==> src/rtl/period_meter.sv <==
// period_meter: measures period and high time of a slow asynchronous input
// in system-clock cycles, with a valid strobe, sticky timeout flag and a
// wrapping count of completed measurements.
module period_meter #(
  parameter int W  = 16,
  parameter int CW = 8
) (
  input  logic          I_CLK,
  input  logic          rst,
  input  logic          sig_in,
  output logic [W-1:0]  period,
  output logic [W-1:0]  high_time,
  output logic          valid,
  output logic          timeout,
  output logic [CW-1:0] meas_cnt
);

  typedef enum logic [1:0] {
    WAIT_LOW = 2'd0,
    ARM      = 2'd1,
    MEAS     = 2'd2
  } state_t;

  logic          s1_q, s1_d;
  logic          s_q, s_d;
  logic          sig_d_q, sig_d_d;
  // Marks when s holds a real sample of sig_in rather than its reset value,
  // so a signal already high at reset release is not mistaken for a low.
  logic [1:0]    sync_ok_q, sync_ok_d;
  state_t        state_q, state_d;
  logic [W-1:0]  cnt_q, cnt_d;
  logic [W-1:0]  hcnt_q, hcnt_d;
  logic [W-1:0]  period_q, period_d;
  logic [W-1:0]  high_q, high_d;
  logic          valid_q, valid_d;
  logic          timeout_q, timeout_d;
  logic [CW-1:0] meas_q, meas_d;

  logic          rise;
  logic          cnt_max;

  assign rise    = s_q & ~sig_d_q;
  assign cnt_max = (cnt_q == {W{1'b1}});

  // Next-state logic: synchroniser, edge detector, measurement FSM and outputs.
  always_comb begin
    s1_d      = sig_in;
    s_d       = s1_q;
    sig_d_d   = s_q;
    sync_ok_d = {sync_ok_q[0], 1'b1};
    state_d   = state_q;
    cnt_d     = cnt_q;
    hcnt_d    = hcnt_q;
    period_d  = period_q;
    high_d    = high_q;
    valid_d   = 1'b0;
    timeout_d = timeout_q;
    meas_d    = meas_q;

    case (state_q)
      WAIT_LOW: begin
        if (sync_ok_q[1] && !s_q) state_d = ARM;
      end
      ARM: begin
        if (rise) begin
          cnt_d   = W'(1);
          hcnt_d  = W'(1);
          state_d = MEAS;
        end
      end
      MEAS: begin
        if (rise) begin
          // Rise cycle is cycle 1 of the next period, so cnt is the exact
          // edge-to-edge distance. A rise at cnt_max still captures.
          period_d  = cnt_q;
          high_d    = hcnt_q;
          valid_d   = 1'b1;
          timeout_d = 1'b0;
          meas_d    = meas_q + CW'(1);
          cnt_d     = W'(1);
          hcnt_d    = W'(1);
        end else if (cnt_max) begin
          timeout_d = 1'b1;
          cnt_d     = '0;
          hcnt_d    = '0;
          state_d   = ARM;
        end else begin
          cnt_d  = cnt_q + W'(1);
          hcnt_d = hcnt_q + {{(W-1){1'b0}}, s_q};
        end
      end
      default: state_d = WAIT_LOW;
    endcase
  end

  // State registers, cleared asynchronously.
  always_ff @(posedge I_CLK or posedge rst) begin
    if (rst) begin
      s1_q      <= 1'b0;
      s_q       <= 1'b0;
      sig_d_q   <= 1'b0;
      sync_ok_q <= 2'b00;
      state_q   <= WAIT_LOW;
      cnt_q     <= '0;
      hcnt_q    <= '0;
      period_q  <= '0;
      high_q    <= '0;
      valid_q   <= 1'b0;
      timeout_q <= 1'b0;
      meas_q    <= '0;
    end else begin
      s1_q      <= s1_d;
      s_q       <= s_d;
      sig_d_q   <= sig_d_d;
      sync_ok_q <= sync_ok_d;
      state_q   <= state_d;
      cnt_q     <= cnt_d;
      hcnt_q    <= hcnt_d;
      period_q  <= period_d;
      high_q    <= high_d;
      valid_q   <= valid_d;
      timeout_q <= timeout_d;
      meas_q    <= meas_d;
    end
  end

  assign period    = period_q;
  assign high_time = high_q;
  assign valid     = valid_q;
  assign timeout   = timeout_q;
  assign meas_cnt  = meas_q;

endmodule

==> config.mk <==
export PLATFORM = sky130hd
export DESIGN_NAME = period_meter
export DESIGN_NICKNAME = d
export VERILOG_FILES = /design/src/rtl/period_meter.sv
export SDC_FILE = /design/constraint.sdc
export NUM_CORES = 1
export LEC_CHECK = 0
export ABC_AREA = 1
export CORE_AREA = 8 8 93 95
export DETAILED_ROUTE_END_ITERATION = 8
export DIE_AREA = 0 0 101 103
export GPL_TIMING_DRIVEN = 0
export PLACE_DENSITY = 0.86
export RECOVER_POWER = 100
export SKIP_LAST_GASP = 1
export SLEW_MARGIN = 30
export SYNTH_ARGS = -nofsm -noshare
export SYNTH_HDL_FRONTEND = slang
export SYNTH_SLANG_ARGS = --single-unit
export TNS_END_PERCENT = 50
==> constraint.sdc <==
create_clock -name I_CLK -period 3.2 [get_ports I_CLK]
set_input_delay 0.48 -clock I_CLK [delete_from_list [all_inputs] [get_ports I_CLK]]
set_output_delay 0.48 -clock I_CLK [all_outputs]
set_load 0.005 [all_outputs]
==> summary.txt, run 1 <==
CTS
  – Total setup buffers inserted after CTS: 0
  – Root cell of the clock tree: sky130_fd_sc_hd__clkbuf_8
  – Clock insertion delay at the later pin of the skew report: 0.37 ns
  – Count of hold buffers inserted by post-cts repair: 0
  – TritonCTS Buffers: 9
  – CTS tree: done
  – Number of levels in the clock H-tree: 3
  – Clk buf depth: 2
  – # clock sinks: 81
  – Clock edge transition at the registers on the reported setup and hold paths: 0.08 ns
  – Post-cts sizing count: 0

STA
  – Final count of negative-setup-slack endpoints: 0
  – Count of pins over their slew limit: 0
  – Worst Skew: 0.009702 ns
  – Maximum clock rate: 447.0 MHz
  – Worst setup margin: 0.9629 ns
  – Hold Vio Cnt, Final: 0
  – Final min period: 2.237 ns
  – RSZ-0062 raised after global routing: no
  – Worst slew margin: 30.09%
  – Part of the cycle the worst path needs: 69.91%
  – Pin slew with the least headroom to its limit: 1.043 ns

Yosys
  – Sequential element share of the synthesized area: 52.34%
  – Cell variety after synth: 35
  – Flip-flop and latch count after synthesis: 81
  – Cells taking the most area after synthesis: sky130_fd_sc_hd__dfrtp_1 52%, sky130_fd_sc_hd__nand2_1 13%, sky130_fd_sc_hd__inv_1 4.3%
  – Avg Cell Area, Syn: 8.861 um^2
  – Yosys top cell by area: sky130_fd_sc_hd__dfrtp_1
  – Netlist Area Pre-Place: 3872 um^2
  – Count of flip-flops with a built-in enable after synthesis: 0
  – Net count of the mapped netlist: 444
  – Instance count of the mapped netlist: 437
  – Top_reg_cell synth: sky130_fd_sc_hd__dfrtp_1
  – FFs w/ async S/R, synth: 100.0%
  – Number of warning messages in the yosys log: 0
  – Area share of the largest cell type after synthesis: 52.34%

Worst setup path
  – CP max stage cell: sky130_fd_sc_hd__dfrtp_1
  – Startpoint class of the critical path: flop
  – Biggest fanout along the worst timing path: 9
  – Cell seen most often among critical-path stages: sky130_fd_sc_hd__nand2_1
  – Cell-by-cell trace of the critical path: ha_1 > nand3_1 > inv_1 > nand4_1 > nand2_1 > nand2_1 > clkinvlp_2 > nor2_1
  – Top Family by Delay on Critical Path: simple AND/OR/NAND/NOR gates
  – Arrival time reported for the critical path endpoint: 2.52 ns
  – CP Buf/Inv Count: 2
  – Kind of capture point of the worst setup path: flop
  – Biggest cell delay along the critical path: 0.42 ns
  – Critical path required time: 3.48 ns
  – Worst setup path category: reg -> reg

Pwr
  – IR Drop Worst-Case VDD: 0.0003978 V
  – Power per Cell Area: 564.3 nW/um^2
  – Cell leakage power: 2.273 nW
  – Final Total Pwr: 2.583 mW

Placement
  – Post-Place Setup Slack: 1.609 ns
  – DP HPWL: 6.107 mm
  – DP Cell Count: 581
  – Port bufs: 44
  – GPL Wtd Cong: 0.8822

Global routing
  – Total global-route track usage: 17.46%
  – Antenna violations before repair: 0
  – Vias in the first global route: 3089
  – Largest net degree at the start of global routing: 61
  – Grt total ovfl: 0
  – First-pass GRT wire length: 14.16 mm

Floorplanning
  – Effective utilization at floorplan: 54.26%
  – Die area: 10400 um^2
  – Floorplan Core Area: 7137 um^2
  – Top-Level Pins: 45
  – Number of placement rows: 31
  – Die Ht: 103 um
  – Die W: 101 um

Flow run
  – Max-cap violation count: 0

Detailed routing
  – Count of TritonRoute iterations in the first routing pass: 4
  – Via count: 3028
  – Post-route ant nets: 0
  – Number of remaining DRC errors: 0
  – Routed WL per cell: 13.98 um
  – DR vias/cell: 5.072
  – Starting DRT DRC Count: 138
  – DRT Wirelength: 8.349 mm

Finish
  – Share of cells above drive strength 1: 9.438%
  – Relative area change from synthesis to final layout: 18.19%
  – Final cell count without fillers: 597
  – Commonest cells after routing, fill and taps aside: 140 x sky130_fd_sc_hd__nand2_1, 81 x sky130_fd_sc_hd__dfrtp_1, 46 x sky130_fd_sc_hd__inv_1
  – Most common cell after layout, fill and taps aside: sky130_fd_sc_hd__nand2_1
  – Final cell utilization of the core: 64.13%
  – Total number of nets in the final design: 500
  – # diodes: 0

Min path
  – Worst hold-check path type: reg -> reg

Outcome
  – Result of the run: complete, no violations
power breakdown:
part	internal (mW)	switching (mW)
combinational	0.222	0.316
sequential	1.12	0.0888
clock	0.460	0.373
total	1.81	0.778
routing by layer:
layer	GRT usage (%)	routed length, um	up-vias
met1	19.32	3560	1473
met2	30.77	4259	56
met4	8.820	169	0
met5	0	0	-
li1	-	-	1482
met3	4.254	359	17
sequential cells by signal (all words and copies together), names as in the netlist:
| register | count |
|---|---|
| cnt_q | 16 |
| hcnt_q | 16 |
| high_time | 16 |
| period | 16 |
| meas_cnt | 8 |
| state_q | 2 |
| sync_ok_q | 2 |
| s1_q | 1 |
| s_q | 1 |
| sig_d_q | 1 |
| timeout | 1 |
| valid | 1 |
final timing paths:
check / start / end / slack [ns] / cells past startpoint
max: cnt_q[0] / hcnt_q[6] / 0.96 / 8
min: s1_q / s_q / 0.35 / 0
max reg2reg: cnt_q[0] / hcnt_q[6] / 0.96 / 8
min reg2reg: s1_q / s_q / 0.35 / 0
max in group asynchronous: rst / high_time[14] / 1.69 / 3
min in group asynchronous: rst / period[9] / 0.75 / 2
layout make-up:
cell class | instances | area, um^2
Buffer | 10 | 77.57
Clock buffer | 11 | 141.4
Clock inverter | 5 | 78.83
Fill cell | 627 | 2560
Inverter | 50 | 191.4
Multi-Input combinational cell | 296 | 1469
Sequential cell | 81 | 2027
Tap cell | 99 | 123.9
Timing Repair Buffer | 45 | 467.9
Yosys cell counts (2+ instances only):
cell type / number
sky130_fd_sc_hd__nand2_1: 136
sky130_fd_sc_hd__dfrtp_1: 81
sky130_fd_sc_hd__inv_1: 44
sky130_fd_sc_hd__nor2_1: 38
sky130_fd_sc_hd__o21ai_0: 32
sky130_fd_sc_hd__xor2_1: 15
sky130_fd_sc_hd__nand3_1: 12
sky130_fd_sc_hd__o22ai_2: 9
sky130_fd_sc_hd__nor2_2: 8
sky130_fd_sc_hd__nand2_2: 7
sky130_fd_sc_hd__nand4_1: 6
sky130_fd_sc_hd__xnor2_1: 5
sky130_fd_sc_hd__ha_1: 4
sky130_fd_sc_hd__inv_2: 4
sky130_fd_sc_hd__nand2_4: 4
sky130_fd_sc_hd__buf_2: 3
sky130_fd_sc_hd__clkbuf_1: 3
sky130_fd_sc_hd__nand3_2: 3
sky130_fd_sc_hd__o21ai_1: 3
sky130_fd_sc_hd__buf_12: 2
sky130_fd_sc_hd__buf_4: 2
sky130_fd_sc_hd__nor2_4: 2
sky130_fd_sc_hd__o21ai_2: 2
logic make-up after synthesis:
kind of cell	after synthesis	synth area share [%]
AND/OR/NAND/NOR	222	26.24
flip-flops	81	52.34
buffers and inverters	60	7.108
AO/OA/AOI/OAI	49	8.401
XOR/XNOR	20	4.523
adder cells (fa/ha/maj)	4	1.292
other	1	0.09684
metrics by stage:
stage                     hold slack (ns)  instance area [um^2]  TNS (ns)
final                              0.3514                  4577         0
after floorplan                    0.3312                  3872         0
after CTS                          0.3534                  4690         0
after detailed placement           0.3347                  4469         0
after global placement             0.3340                  4437    -50.66
after global routing               0.3714                  4577         0
(Power assumes the default switching activity.)
==> run 2: changes to the inputs <==
- CORE_AREA: 8 8 93 95 -> 8 8 98 100
- DIE_AREA: 0 0 101 103 -> 0 0 106 108
- PLACE_DENSITY: 0.86 -> 0.81
- clock period: 3.2 -> 2 ns (I/O delays scaled with it)
==> run 2 against run 1 <==
Via count down 2.2%. Global-route usage fell by 2.0 points. Clock power increased by 33%. Die area increased by 10%. Count of clock-buffer cells in the layout did not move. Final cell count is 1.3% higher. Register-to-register slack got worse by 0.71 ns. Sequential cell count unchanged. Critical path depth fell by 2. Core utilization down 7.1 points. Setup slack worse by 0.71 ns. Routed wire length decreased by 3.4%. Critical endpoint is now meas_cnt[3]. Largest cell class unchanged. Largest power group unchanged.
==> summary.txt, run 2 (synthesis results as in run 1) <==
Detailed routing
  – DRT Wirelength: 8.069 mm (-3.4%)
  – Routed WL per cell: 13.34 um (-4.6%)
  – Number of remaining DRC errors: 0 (unchanged)
  – Count of TritonRoute iterations in the first routing pass: 4 (unchanged)
  – DR vias/cell: 4.894 (-3.5%)
  – Post-route ant nets: 0 (unchanged)
  – Via count: 2961 (-2.2%)
  – Starting DRT DRC Count: 131 (-5.1%)

CTS
  – Count of hold buffers inserted by post-cts repair: 0 (unchanged)
  – Total setup buffers inserted after CTS: 0 (unchanged)
  – Root cell of the clock tree: sky130_fd_sc_hd__clkbuf_8
  – Clk buf depth: 2 (unchanged)
  – # clock sinks: 81 (unchanged)
  – Clock edge transition at the registers on the reported setup and hold paths: 0.08 ns (about the same)
  – Clock insertion delay at the later pin of the skew report: 0.35 ns (-0.02 ns)
  – Post-cts sizing count: 0 (unchanged)
  – TritonCTS Buffers: 9 (unchanged)
  – CTS tree: done
  – Number of levels in the clock H-tree: 3 (unchanged)

STA
  – RSZ-0062 raised after global routing: no
  – Part of the cycle the worst path needs: 87.42% (+18 points)
  – Maximum clock rate: 571.9 MHz (+28%)
  – Worst setup margin: 0.2515 ns (-0.7113 ns)
  – Worst slew margin: 52.52% (+22 points)
  – Count of pins over their slew limit: 0 (unchanged)
  – Pin slew with the least headroom to its limit: 0.7122 ns (-0.3307 ns)
  – Final min period: 1.748 ns (-0.4887 ns)
  – Hold Slack: 0.3605 ns (+0.009102 ns)
  – Hold Vio Cnt, Final: 0 (unchanged)
  – Final count of negative-setup-slack endpoints: 0 (unchanged)
  – Worst Skew: 0.01029 ns (+0.0005867 ns)

Global routing
  – Grt total ovfl: 0 (unchanged)
  – Largest net degree at the start of global routing: 30 (-51%)
  – GR met3 Demand/Resource: 5.235% (+0.98 points)
  – Antenna violations before repair: 0 (unchanged)
  – Total global-route track usage: 15.47% (-2.0 points)
  – Global Route met1 Usage: 17.49% (-1.8 points)
  – First-pass GRT wire length: 14.60 mm (+3.1%)
  – Vias in the first global route: 3211 (+3.9%)
  – Most Used Layer, Global Route: met2
  – Global-route track usage on met2: 27.52% (-3.2 points)

Placement
  – Post-Place Setup Slack: 0.4063 ns (-1.203 ns)
  – Port bufs: 44 (unchanged)
  – GPL Wtd Cong: 0.8811 (-0.12%)
  – DP HPWL: 6.129 mm (+0.36%)

Floorplanning
  – Number of placement rows: 33 (+6.5%)
  – Die Ht: 108 um (+4.9%)
  – Die area: 11450 um^2 (+10%)
  – Effective utilization at floorplan: 48.10% (-6.2 points)
  – Top-Level Pins: 45 (unchanged)
  – Die W: 106 um (+5.0%)
  – Floorplan Core Area: 8051 um^2 (+13%)

Finish
  – Total number of nets in the final design: 502 (+0.40%)
  – Most common cell after layout, fill and taps aside: sky130_fd_sc_hd__nand2_1
  – Share of cells above drive strength 1: 11.00% (+1.6 points)
  – Relative area change from synthesis to final layout: 18.58%
  – Final cell utilization of the core: 57.03% (-7.1 points)
  – Commonest cells after routing, fill and taps aside: 137 x sky130_fd_sc_hd__nand2_1, 81 x sky130_fd_sc_hd__dfrtp_1, 45 x sky130_fd_sc_hd__inv_1
  – # diodes: 0 (unchanged)

Worst setup path
  – Arrival time reported for the critical path endpoint: 1.99 ns (-0.53 ns)
  – Startpoint class of the critical path: flop
  – CP max stage cell: sky130_fd_sc_hd__clkbuf_1
  – Critical path required time: 2.24 ns (-1.24 ns)
  – Biggest fanout along the worst timing path: 10 (+1)
  – Cell-by-cell trace of the critical path: inv_1 > nand2_1 > nor2_1 > clkbuf_1 > nand2_1 > xnor2_1
  – Kind of capture point of the worst setup path: flop
  – Cell seen most often among critical-path stages: sky130_fd_sc_hd__nand2_1
  – Worst setup path category: reg -> reg
  – Biggest cell delay along the critical path: 0.43 ns (about the same)

Outcome
  – Result of the run: complete, no violations

Min path
  – Worst hold-check path type: reg -> reg

Flow run
  – Max-cap violation count: 0 (unchanged)

Pwr
  – Power per Cell Area: 854.3 nW/um^2 (+51%)
  – IR Drop Worst-Case VDD: 0.0004743 V (+19%)
  – Cell leakage power: 2.266 nW (-0.29%)
## run 2: report_power, final
group | leakage [nW] | internal (mW) | total, mW | switching [mW]
logic | 1.07 | 0.369 | 0.875 | 0.506
registers | 1.10 | 1.80 | 1.93 | 0.137
clock network | 0.0919 | 0.523 | 1.11 | 0.591
## run 2: stage by stage
| step | std cells | power (mW) | setup TNS [ns] | area (um^2) |
|---|---|---|---|---|
| 6_report | 605 | 3.923 | 0 | 4592 |
| 5_1_grt | 605 | 4.171 | 0 | 4592 |
| 4_1_cts | 605 | 4.066 | 0 | 4705 |
| 3_5_place_dp | 589 | 2.949 | 0 | 4516 |
| 3_3_place_gp | 586 | 2.894 | -10.97 | 4448 |
| 2_1_floorplan | 437 | 2.581 | 0 | 3876 |
## run 2: per-layer routing
layer  up-vias  part of all wire [%]
li1       1485                     -
met1      1412                    43
met2        56                    52
met3         8                   4.2
met4         0                  0.92
met5         -                     0
## run 2: worst paths after layout
check	start	end	slack (ns)	depth (start not counted)
worst max register to register	state_q[0]	meas_cnt[3]	0.25	6
min in group asynchronous	rst	meas_cnt[0]	0.38	2
max in group asynchronous	rst	high_time[14]	0.55	4
worst min-delay path	sync_ok_q[0]	sync_ok_q[1]	0.36	0
worst max-delay path	state_q[0]	meas_cnt[3]	0.25	6
worst min register to register	sync_ok_q[0]	sync_ok_q[1]	0.36	0
## run 2: critical path, delay by kind of cell (launching register included)
| family | cells | cell delay [ns] |
|---|---|---|
| xor+xnor | 1 | 0.14 |
| buf+inv | 2 | 0.54 |
| flops | 1 | 0.39 |
| simple gates | 3 | 0.56 |
## run 2: final cells by class
type,count,area (um^2)
plain buffers,10,77.57
clock buffers,11,151.4
clock inverters,5,37.54
fillers,734,3460
inverters,50,195.2
multi-input cells,296,1494
flip-flops and latches,81,2027
well taps,105,131.4
repair buffers,47,478.0
